===== src/rtl/gate_tt_pkg.sv =====
// Shared types and reference truth tables for the gate truth-table scanner.
// Tables are indexed by {a,b}, so bit 3 holds the output for a=1, b=1.
package gate_tt_pkg;

  typedef enum logic [1:0] {
    IDLE   = 2'd0,
    DRIVE  = 2'd1,
    SAMPLE = 2'd2,
    DONE   = 2'd3
  } state_t;

  localparam int NUM_VECTORS = 4;

  localparam logic [3:0] OR_TT   = 4'b1110;
  localparam logic [3:0] AND_TT  = 4'b1000;
  localparam logic [3:0] XOR_TT  = 4'b0110;
  localparam logic [3:0] NAND_TT = 4'b0111;
  localparam logic [3:0] NOR_TT  = 4'b0001;
  localparam logic [3:0] XNOR_TT = 4'b1001;

endpackage


===== src/rtl/gate_tt_settle_timer.sv =====
// Settle counter: clear has priority over enable. term flags the last held
// cycle, so it is already high on the edge that ends the settle window.
module gate_tt_settle_timer #(
  parameter int SETTLE_CYCLES = 2
) (
  input  logic       clk,
  input  logic       rst_n,
  input  logic       clr,
  input  logic       en,
  output logic [3:0] count,
  output logic       term
);

  localparam logic [3:0] LAST = 4'(SETTLE_CYCLES - 1);

  always_ff @(posedge clk) begin
    if (!rst_n)    count <= '0;
    else if (clr)  count <= '0;
    else if (en)   count <= count + 4'd1;
  end

  assign term = (count == LAST);

endmodule


===== src/rtl/gate_tt_scanner.sv =====
// Walks a 2-input gate through {a,b} = 00..11, samples o_in after settling
// and compares the captured truth table against the table latched at start.
module gate_tt_scanner
  import gate_tt_pkg::*;
#(
  parameter int SETTLE_CYCLES = 2
) (
  input  logic       clk,
  input  logic       rst_n,
  input  logic       start,
  input  logic [3:0] expected,
  output logic       a_out,
  output logic       b_out,
  input  logic       o_in,
  output logic       busy,
  output logic       done,
  output logic [3:0] tt,
  output logic       match
);

  localparam logic [1:0] LAST_IDX = 2'(NUM_VECTORS - 1);

  state_t     state;
  logic [1:0] idx;
  logic [1:0] idx_nxt;
  logic [3:0] exp_q;
  logic       valid_q;
  logic [3:0] count;
  logic       term;

  // Counter runs only while inputs are held; any other state parks it at 0.
  gate_tt_settle_timer #(.SETTLE_CYCLES(SETTLE_CYCLES)) u_timer (
    .clk   (clk),
    .rst_n (rst_n),
    .clr   (state != DRIVE),
    .en    (state == DRIVE),
    .count (count),
    .term  (term)
  );

  assign idx_nxt = idx + 2'd1;
  assign match   = valid_q & (tt == exp_q);

  always_ff @(posedge clk) begin
    if (!rst_n) begin
      state   <= IDLE;
      idx     <= '0;
      exp_q   <= '0;
      tt      <= '0;
      valid_q <= 1'b0;
      a_out   <= 1'b0;
      b_out   <= 1'b0;
      busy    <= 1'b0;
      done    <= 1'b0;
    end else begin
      case (state)
        IDLE: begin
          if (start) begin
            state   <= DRIVE;
            idx     <= '0;
            exp_q   <= expected;
            tt      <= '0;
            valid_q <= 1'b0;
            a_out   <= 1'b0;
            b_out   <= 1'b0;
            busy    <= 1'b1;
          end
        end
        DRIVE: begin
          if (term) state <= SAMPLE;
        end
        SAMPLE: begin
          tt[idx] <= o_in;
          if (idx == LAST_IDX) begin
            state   <= DONE;
            valid_q <= 1'b1;
            done    <= 1'b1;
            a_out   <= 1'b0;
            b_out   <= 1'b0;
          end else begin
            state <= DRIVE;
            idx   <= idx_nxt;
            a_out <= idx_nxt[1];
            b_out <= idx_nxt[0];
          end
        end
        DONE: begin
          state <= IDLE;
          done  <= 1'b0;
          busy  <= 1'b0;
        end
        default: state <= IDLE;
      endcase
    end
  end

endmodule


===== config.mk =====
export PLATFORM = sky130hd
export DESIGN_NAME = gate_tt_scanner
export DESIGN_NICKNAME = d
export VERILOG_FILES = /design/src/rtl/gate_tt_pkg.sv /design/src/rtl/gate_tt_settle_timer.sv /design/src/rtl/gate_tt_scanner.sv
export SDC_FILE = /design/constraint.sdc
export NUM_CORES = 1
export LEC_CHECK = 0
export BUFFER_PORTS_ARGS = -buffer_cell sky130_fd_sc_hd__buf_4
export CAP_MARGIN = 10
export CORE_MARGIN = 8
export CORE_UTILIZATION = 40
export DETAILED_ROUTE_END_ITERATION = 16
export PLACE_DENSITY = 0.57
export SLEW_MARGIN = 20
export SYNTH_ARGS = -nofsm -noshare
export SYNTH_HDL_FRONTEND = slang
export SYNTH_HIERARCHICAL = 1
export SYNTH_SLANG_ARGS = --single-unit

===== constraint.sdc =====
create_clock -name clk -period 1.85 [get_ports clk]
set_clock_uncertainty 0.2 [all_clocks]
set_input_delay 0.37 -clock clk [delete_from_list [all_inputs] [get_ports clk]]
set_output_delay 0.37 -clock clk [all_outputs]
set_load 0.02 [all_outputs]

---- Word level (Yosys, flattened, before mapping) ----
Cells that the tools add are included.
operators by class
  bitwise operators ....................... 2
  order comparisons ....................... 2
  equality and inequality tests ........... 11
  reductions and logical operators ........ 13
  $add $sub $neg .......................... 2
  multiplexer cells ....................... 22
operators by type and width
  kind                                                                          number
  2-bit 2-to-1 mux                                                              5
  1-bit one-hot mux with 2 select lines                                         5
  2-bit AND reduction                                                           5
  2-bit != test, second input constant                                          4
  2-bit one-hot mux with 4 select lines                                         1
  4-bit one-hot mux with 2 select lines                                         1
  2-bit equality test, second input constant                                    3
  1-bit 2-to-1 mux                                                              6
  3-bit AND reduction                                                           2
  2-bit nonzero test                                                            3
  4-bit by 1-bit adder with 4-bit output, second input constant                 1
  4-bit bitwise mux                                                             1
  4-bit by 1-bit equality test with 1-bit output, second input constant         1
  4-bit equality test                                                           1
  4-bit 2-to-1 mux                                                              1
  2-bit one-hot mux with 2 select lines                                         1
  2-bit by 3-bit less-than comparator with 1-bit output, second input constant  1
  2-bit by 1-bit adder with 2-bit output, second input constant                 1
  1-bit demux with 2-bit select                                                 1
  2-bit by 1-bit equality test with 1-bit output, second input constant         1
  2-bit by 1-bit >= comparator with 1-bit output, second input constant         1
  2-bit zero test                                                               1
  2-bit by 1-bit != test with 1-bit output, second input constant               1
  2-bit OR reduction                                                            1
  other kinds (3)                                                               3
word-level totals
  input port bits ......................... 8
  register bits ........................... 21
  word-level logic and storage cells ...... 62

---- Logic depth before layout (Yosys ltp) ----
Gate-level depths: netlist of the first run.
  depth after elaboration ................. 6
  gate-level depth with buffers ........... 5
  depth with buffers taken out ............ 5

---- By module ----
The synthesis of the first run kept the hierarchy.
by module, submodules not included
  module                area each (um^2)  seq. area each (um^2)  cells each  times used
  gate_tt_scanner       804.5             340.3                  90          1
  gate_tt_settle_timer  201.4             80.1                   20          1

---- Worst setup path before layout of the first run ----
Ideal clock, no wire load.
  path kind ............................... register -> output
  start ................................... reg tt[0]
  end ..................................... out match
  path buffers ............................ 0
  required time ........................... 1280 ps
  arrival ................................. 1283 ps
  slack ................................... -3 ps
  cell stages (with the launch flop) ...... 4
  path through ............................ dfxtp_1 > xnor2_1 > nand2_1 > nor4_1
on the way
  word-level cells in the longest chain between the ends .. 2
ends and longest elaborated chain
  element                           RTL line               RTL
  start: declaration                gate_tt_scanner.sv:17  output logic [3:0] tt,
  start signal: indexed assignment  gate_tt_scanner.sv:73  tt[idx] <= o_in;
  4-bit equality test               gate_tt_scanner.sv:42  assign match = valid_q & (tt == exp_q);
  1-bit AND                         gate_tt_scanner.sv:42
  end: declaration                  gate_tt_scanner.sv:18  output logic match
No other way between the ends.

---- Worst setup path in the final report of the first run ----
  start ................................... reg exp_q[1]
  end ..................................... out match
on the way
  word-level cells in the longest chain between the ends .. 2
ends and longest elaborated chain
  element                   RTL line               RTL
  start: declaration        gate_tt_scanner.sv:26  logic [3:0] exp_q;
  start signal: assignment  gate_tt_scanner.sv:61  exp_q <= expected;
  4-bit equality test       gate_tt_scanner.sv:42
  1-bit AND                 gate_tt_scanner.sv:42
No other way between the ends.

==> impl_metrics.json, run 1 <==
{
  "status": "completed",
  "rsz0062_at_grt": "yes",
  "r2r_slack_ps": 290,
  "drt_wl_total_mm": 1.94,
  "htree_levels": 1,
  "criticalPathCategory": "reg2out",
  "path_clk_slew_ps": 120,
  "hpwl_mm": 1.44,
  "setup_viol_count_final": 0,
  "route.vias.total": 779,
  "min_period_over_period_pct": 97.3,
  "num_io_pins": 17,
  "avgSynthCellArea_um2": 9.15,
  "dpl_cell_area_um2": 1150,
  "dr.pass1.iters": 4,
  "die_x_um": 66.2,
  "p_int_w": 0.000583,
  "gp_congestion": 0.779,
  "yosys.area.top_type": "dfxtp_1",
  "worstPathCellList": "xor2_1, nor4_2, buf_4",
  "syn_nets": 125,
  "whs_ps": 104,
  "num_antenna_cells": 0,
  "share_comb_of_total_power_pct": 10.7,
  "synth_top_cell_area_share_pct": 41.8,
  "ys_top_cells_by_count": "dfxtp_1 (21), a21oi_1 (9), nand2_1 (8)",
  "io_buffers": 16,
  "utilization_pct": 48.4,
  "end_kind": "output port",
  "synth_cell_types": 26,
  "synth_seq_cells": 21,
  "vdd_drop_max_mv": 0.592,
  "crit_required_ps": 1280,
  "async_flop_share_pct": 0,
  "synth_warnings": 6,
  "start_util_pct": 41.4,
  "root_buffer": "clkbuf_4",
  "grt-ovfl-total": 0,
  "ys_top_cells_by_area": "dfxtp_1 (42%), ha_1 (8.7%), mux2i_1 (5.0%)",
  "grt_pass1_wl_mm": 3.16,
  "critical_path.slowest_cell": "dfxtp_2",
  "p_leak_nw": 0.503,
  "cts_tree": "done",
  "tightest_slew_ps": 539,
  "antenna_found_initial": 0,
  "yosysSeqAreaShare_pct": 41.8,
  "synth_edf_count": 0,
  "finalHoldViolCount": 0,
  "insertion_delay_ps": 300,
  "drv_cap": 0,
  "post_drt_wl_per_cell_um": 12.4,
  "crit_fanout": 2,
  "synth.most_common_cell": "dfxtp_1",
  "max_freq_ghz": 0.556,
  "clockPowerShare_pct": 28.2,
  "fill_cells": 243,
  "numCtsBuffers": 3,
  "viasPerCell": 4.99,
  "area_growth_pct": 16.9,
  "drtAntennaViolNets": 0,
  "clockBufferDepth": 2,
  "slew_headroom_pct": 64.1,
  "cts_sinks": 21,
  "dieArea_um2": 4380,
  "grt_util_all_layers_pct": 9.16,
  "drv_slew": 0,
  "min_period_ps": 1800,
  "arrival_ps": 1230,
  "min_path_type": "in2reg",
  "cpLargestDelayFamily": "flip-flops",
  "die_h_um": 66.2,
  "drive_gt1_share_pct": 20.6,
  "switching_share_pct": 24.6,
  "slowest_delay_ps": 350,
  "final_cell_area_um2": 1180,
  "critPathBufInv": 1,
  "core_area_um2": 2430,
  "timing.final.ws_setup_ps": 50.2,
  "layout.nets": 142,
  "grt_pass1_vias": 708,
  "rows": 18,
  "pre_cts_slack_ps": 146,
  "power_frac_seq_pct": 61.1,
  "grt_max_degree": 14,
  "ys.flop_type": "dfxtp_1",
  "detail_route.iter0.violations": 29,
  "cp-start-kind": "register",
  "drcViolationCount": 0,
  "synth_area_um2": 1010,
  "holdBufCountCts": 0,
  "power.switching_w": 0.000190,
  "power.density_nw_per_um2": 657,
  "synthCells": 110
}
[worst paths after layout]
check / start / to / cells after the start
max: exp_q[1] / match / 3
min: expected[1] / exp_q[1] / 3
max reg2reg: state[0] / exp_q[2] / 3
min reg2reg: a_out / a_out / 2
[final cells by class]
class	count	area [um2]	share of cell area [%]
Timing Repair Buffer	18	135	11.5
Clock inverter	1	5.00	0.426
Clock buffer	3	22.5	1.91
Tap cell	30	37.5	3.19
Inverter	6	22.5	1.91
Multi-Input combinational cell	77	531	45.1
Sequential cell	21	423	36.0
[timing repair]
action                     in CTS  in global routing
resized for setup               0                  2
setup buffers                   0                  0
setup endpoints to repair       0                  1
[cell usage in the layout, fill, tap and decap left out, types with 2 or more instances in the layout]
| master | Yosys | final |
|---|---|---|
| nand2b_1 | 4 | 4 |
| dfxtp_1 | 21 | 19 |
| nand2_1 | 8 | 8 |
| ha_1 | 7 | 7 |
| nor2_1 | 6 | 6 |
| o21ai_0 | 5 | 5 |
| dfxtp_2 | 0 | 2 |
| xnor2_1 | 2 | 2 |
| inv_1 | 6 | 6 |
| nand4_1 | 6 | 6 |
| buf_4 | 0 | 18 |
| nor2b_1 | 2 | 2 |
| clkbuf_4 | 0 | 3 |
| mux2i_1 | 5 | 5 |
| nand3b_1 | 5 | 5 |
| a21oi_1 | 9 | 9 |
| or3b_1 | 3 | 3 |
| nand3_1 | 4 | 4 |
| xor2_1 | 3 | 3 |
| a211oi_1 | 2 | 2 |
[through the flow]
stage               power (W)  cells  setup TNS [ps]
floorplan            0.000542    110               0
global placement     0.000563    152               0
detailed placement   0.000565    152               0
CTS                  0.000785    156               0
global route         0.000814    156           -72.0
finish               0.000773    156               0
[worst min-delay path, delay by kind of cell]
kind,cells,cell delay (ps)
buf+inv,1,80
simple gates,1,70
mux,1,50
[power groups by stage]
stage	clock [W]	combinational, W	sequential (W)
4_1_cts	0.000229	0.0000838	0.000472
3_3_place_gp	0	0.0000813	0.000481
5_1_grt	0.000247	0.0000926	0.000474
3_5_place_dp	0	0.0000834	0.000482
2_1_floorplan	0	0.0000587	0.000484
6_report	0.000218	0.0000829	0.000472
[per-layer routing]
| layer | up-vias | track usage (%) | wire, um |
|---|---|---|---|
| met1 | 352 | 11.0 | 949 |
| met5 | - | 0 | 0 |
| met4 | 0 | 3.20 | 15 |
| li1 | 410 | - | - |
| met2 | 15 | 14.0 | 828 |
| met3 | 2 | 4.24 | 143 |
[flip-flops by register name (all words and copies together), names as in the netlist]
register       cells
state              2
b_out              1
valid_q            1
busy               1
idx                2
exp_q              4
u_timer/count      4
tt                 4
done               1
a_out              1
[logic make-up after synthesis]
group                      Yosys count  share of synthesized area [%]
AOI/OAI and AO/OA                   20                           11.7
xor gates and xnor gates             5                           4.35
adders and majority gates            7                           8.71
buffers and inverters               12                           6.09
DFF                                 21                           41.8
muxes                                5                           4.98
and+or+nand+nor                     40                           22.4
Power figures use the tool's default switching activity.
==> run 2, diff against run 1 <==
--- a/config.mk
+++ b/config.mk
@@ -5,13 +5,13 @@
 export SDC_FILE = /design/constraint.sdc
 export NUM_CORES = 1
 export LEC_CHECK = 0
+export ABC_AREA = 1
 export BUFFER_PORTS_ARGS = -buffer_cell sky130_fd_sc_hd__buf_4
 export CAP_MARGIN = 10
 export CORE_MARGIN = 8
-export CORE_UTILIZATION = 40
+export CORE_UTILIZATION = 30
 export DETAILED_ROUTE_END_ITERATION = 16
-export PLACE_DENSITY = 0.57
-export SLEW_MARGIN = 20
+export PLACE_DENSITY = 0.45
 export SYNTH_ARGS = -nofsm -noshare
 export SYNTH_HDL_FRONTEND = slang
 export SYNTH_HIERARCHICAL = 1
==> impl_metrics.json, run 2 <==
{
  "reg_top3": "exp_q (4), tt (4), u_timer/count (4)",
  "detail_route.iter0.violations": 54,
  "cts_tree": "done",
  "yosysSeqAreaShare_pct": 42.6,
  "numCtsBuffers": 3,
  "final_cell_area_um2": 1200,
  "synth.most_common_cell": "dfxtp_1",
  "critPathBufInv": 1,
  "grt-ovfl-total": 0,
  "crit_fanout": 3,
  "max_freq_ghz": 0.569,
  "core_area_um2": 3260,
  "rows": 21,
  "synth_seq_cells": 21,
  "htree_levels": 1,
  "worstPathCellList": "or2_4, o211ai_1, nor2_1, buf_4",
  "grt_max_degree": 16,
  "drive_gt1_share_pct": 25.0,
  "r2r-start": "idx[0]",
  "root_buffer": "clkbuf_4",
  "synth_area_um2": 986,
  "ys.flop_type": "dfxtp_1",
  "area_growth_pct": 21.6,
  "layout.nets": 160,
  "synth_edf_count": 0,
  "min_path_type": "in2reg",
  "num_io_pins": 17,
  "die_x_um": 73.3,
  "synthCells": 125,
  "final_cell_mix": "a21oi_1 (18), nand2_1 (17), buf_4 (17)",
  "vdd_drop_max_mv": 0.301,
  "ys_top_cells_by_area": "dfxtp_1 (43%), a21oi_1 (9.1%), ha_1 (8.9%)",
  "viasPerCell": 4.59,
  "route.vias.total": 872,
  "power.density_nw_per_um2": 660,
  "final_cells": 190,
  "hp-start": "rst_n",
  "end_kind": "output port",
  "grt_util_all_layers_pct": 9.22,
  "min_period_ps": 1760,
  "drcViolationCount": 0,
  "power_w": 0.000791,
  "grt_pass1_vias": 829,
  "dieArea_um2": 5380,
  "drt_wl_total_mm": 2.13,
  "async_flop_share_pct": 0,
  "start_util_pct": 30.3,
  "slew_headroom_pct": 76.7,
  "drtAntennaViolNets": 0,
  "cp-start-kind": "register",
  "hpwl_mm": 1.64,
  "die_h_um": 73.3,
  "tightest_slew_ps": 345,
  "timing.final.ws_setup_ps": 93.8,
  "yosys.area.top_type": "dfxtp_1",
  "placed_cells_incl_taps": 185,
  "fin_setup_tns_ps": 0,
  "crit_required_ps": 1280,
  "avgSynthCellArea_um2": 7.89,
  "arrival_ps": 1190,
  "criticalPathCategory": "reg2out",
  "num_antenna_cells": 0,
  "dr.pass1.iters": 4,
  "holdBufCountCts": 0,
  "drv_slew": 0,
  "antenna_found_initial": 0,
  "crit_start": "tt[0]",
  "critical_path.slowest_cell": "dfxtp_4",
  "cts_sinks": 21,
  "ys_top_cells_by_count": "dfxtp_1 (21), a21oi_1 (18), nand2_1 (17)",
  "grt_pass1_wl_mm": 3.84,
  "rsz0062_at_grt": "no",
  "synth_warnings": 6,
  "dpl_cell_area_um2": 1150,
  "min_period_over_period_pct": 94.9,
  "slowest_delay_ps": 370,
  "finalHoldViolCount": 0,
  "p_leak_nw": 0.484,
  "cpLargestDelayFamily": "flip-flops",
  "gp_congestion": 0.771,
  "pre_cts_slack_ps": 354,
  "layout_commonest_cell": "a21oi_1",
  "synth_cell_types": 25,
  "io_buffers": 16,
  "insertion_delay_ps": 300,
  "status": "completed",
  "post_drt_wl_per_cell_um": 11.2,
  "drv_cap": 0,
  "path_clk_slew_ps": 120,
  "setup_viol_count_final": 0,
  "clockBufferDepth": 2,
  "syn_nets": 140,
  "synth_top_cell_area_share_pct": 42.6
}
run 2: changes by cell type after synthesis, sizes merged, moves of 4 or more:
cell | previous run | this run
nand2 | 8 | 19
a21oi | 9 | 18
inv | 6 | 14
nand3 | 4 | 12
mux2i | 5 | 0
nand4 | 6 | 1
nor2 | 6 | 11
nand2b | 4 | 0
nand3b | 5 | 1
run 2: cells by family after synthesis:
logic type	synth area share, %
simple gates	23.6
buf+inv	6.47
flops	42.6
xor+xnor	0.888
compound gates	17.5
fa+ha+maj	8.88
run 2: worst min-delay path, delay by kind of cell:
family                 cells  cell delay, ps
buffers and inverters      1             140
AND/OR/NAND/NOR            2             100
run 2: repair_timing:
| action | CTS | global route |
|---|---|---|
| setup endpoints to repair | 1 | 1 |
| gates resized for setup | 1 | 10 |
| setup buffers | 0 | 1 |
| pin swaps | 0 | 1 |
run 2: power by group:
| part | leakage, nW | switching (W) | internal (W) |
|---|---|---|---|
| Sequential | 0.173 | 0.0000108 | 0.000467 |
| Combinational | 0.294 | 0.0000522 | 0.0000375 |
| Clock | 0.0177 | 0.000143 | 0.0000806 |
| Total | 0.484 | 0.000206 | 0.000585 |
run 2: layout make-up:
| type | instances | area, um2 |
|---|---|---|
| clock buffers | 3 | 22.5 |
| clock inverters | 1 | 5.00 |
| fillers | 383 | 2060 |
| inverters | 14 | 52.6 |
| multi-input cells | 88 | 504 |
| flip-flops and latches | 21 | 429 |
| well taps | 46 | 57.6 |
| repair buffers | 17 | 128 |
run 2: final timing paths:
check / endpoint / slack, ps / depth (start not counted)
setup / recovery: match / 90 / 4
setup reg to reg: a_out / 350 / 5
hold / removal: tt[3] / 130 / 3
hold reg to reg: exp_q[3] / 270 / 2
run 2: through the flow:
step                hold slack (ps)  util (%)
finish                          126      36.8
global route                    130      36.8
CTS                             135      36.3
detailed placement              260      35.4
global placement                255      35.4
floorplan                       235         -
run 2: routing by layer:
layer	track usage [%]	routed length, um	part of all wire, %	up-vias
met1	11.6	1040	49	393
met5	0	0	0	-
li1	-	-	-	456
met4	5.10	34	1.6	0
met3	4.09	150	7.0	4
met2	12.7	910	43	19
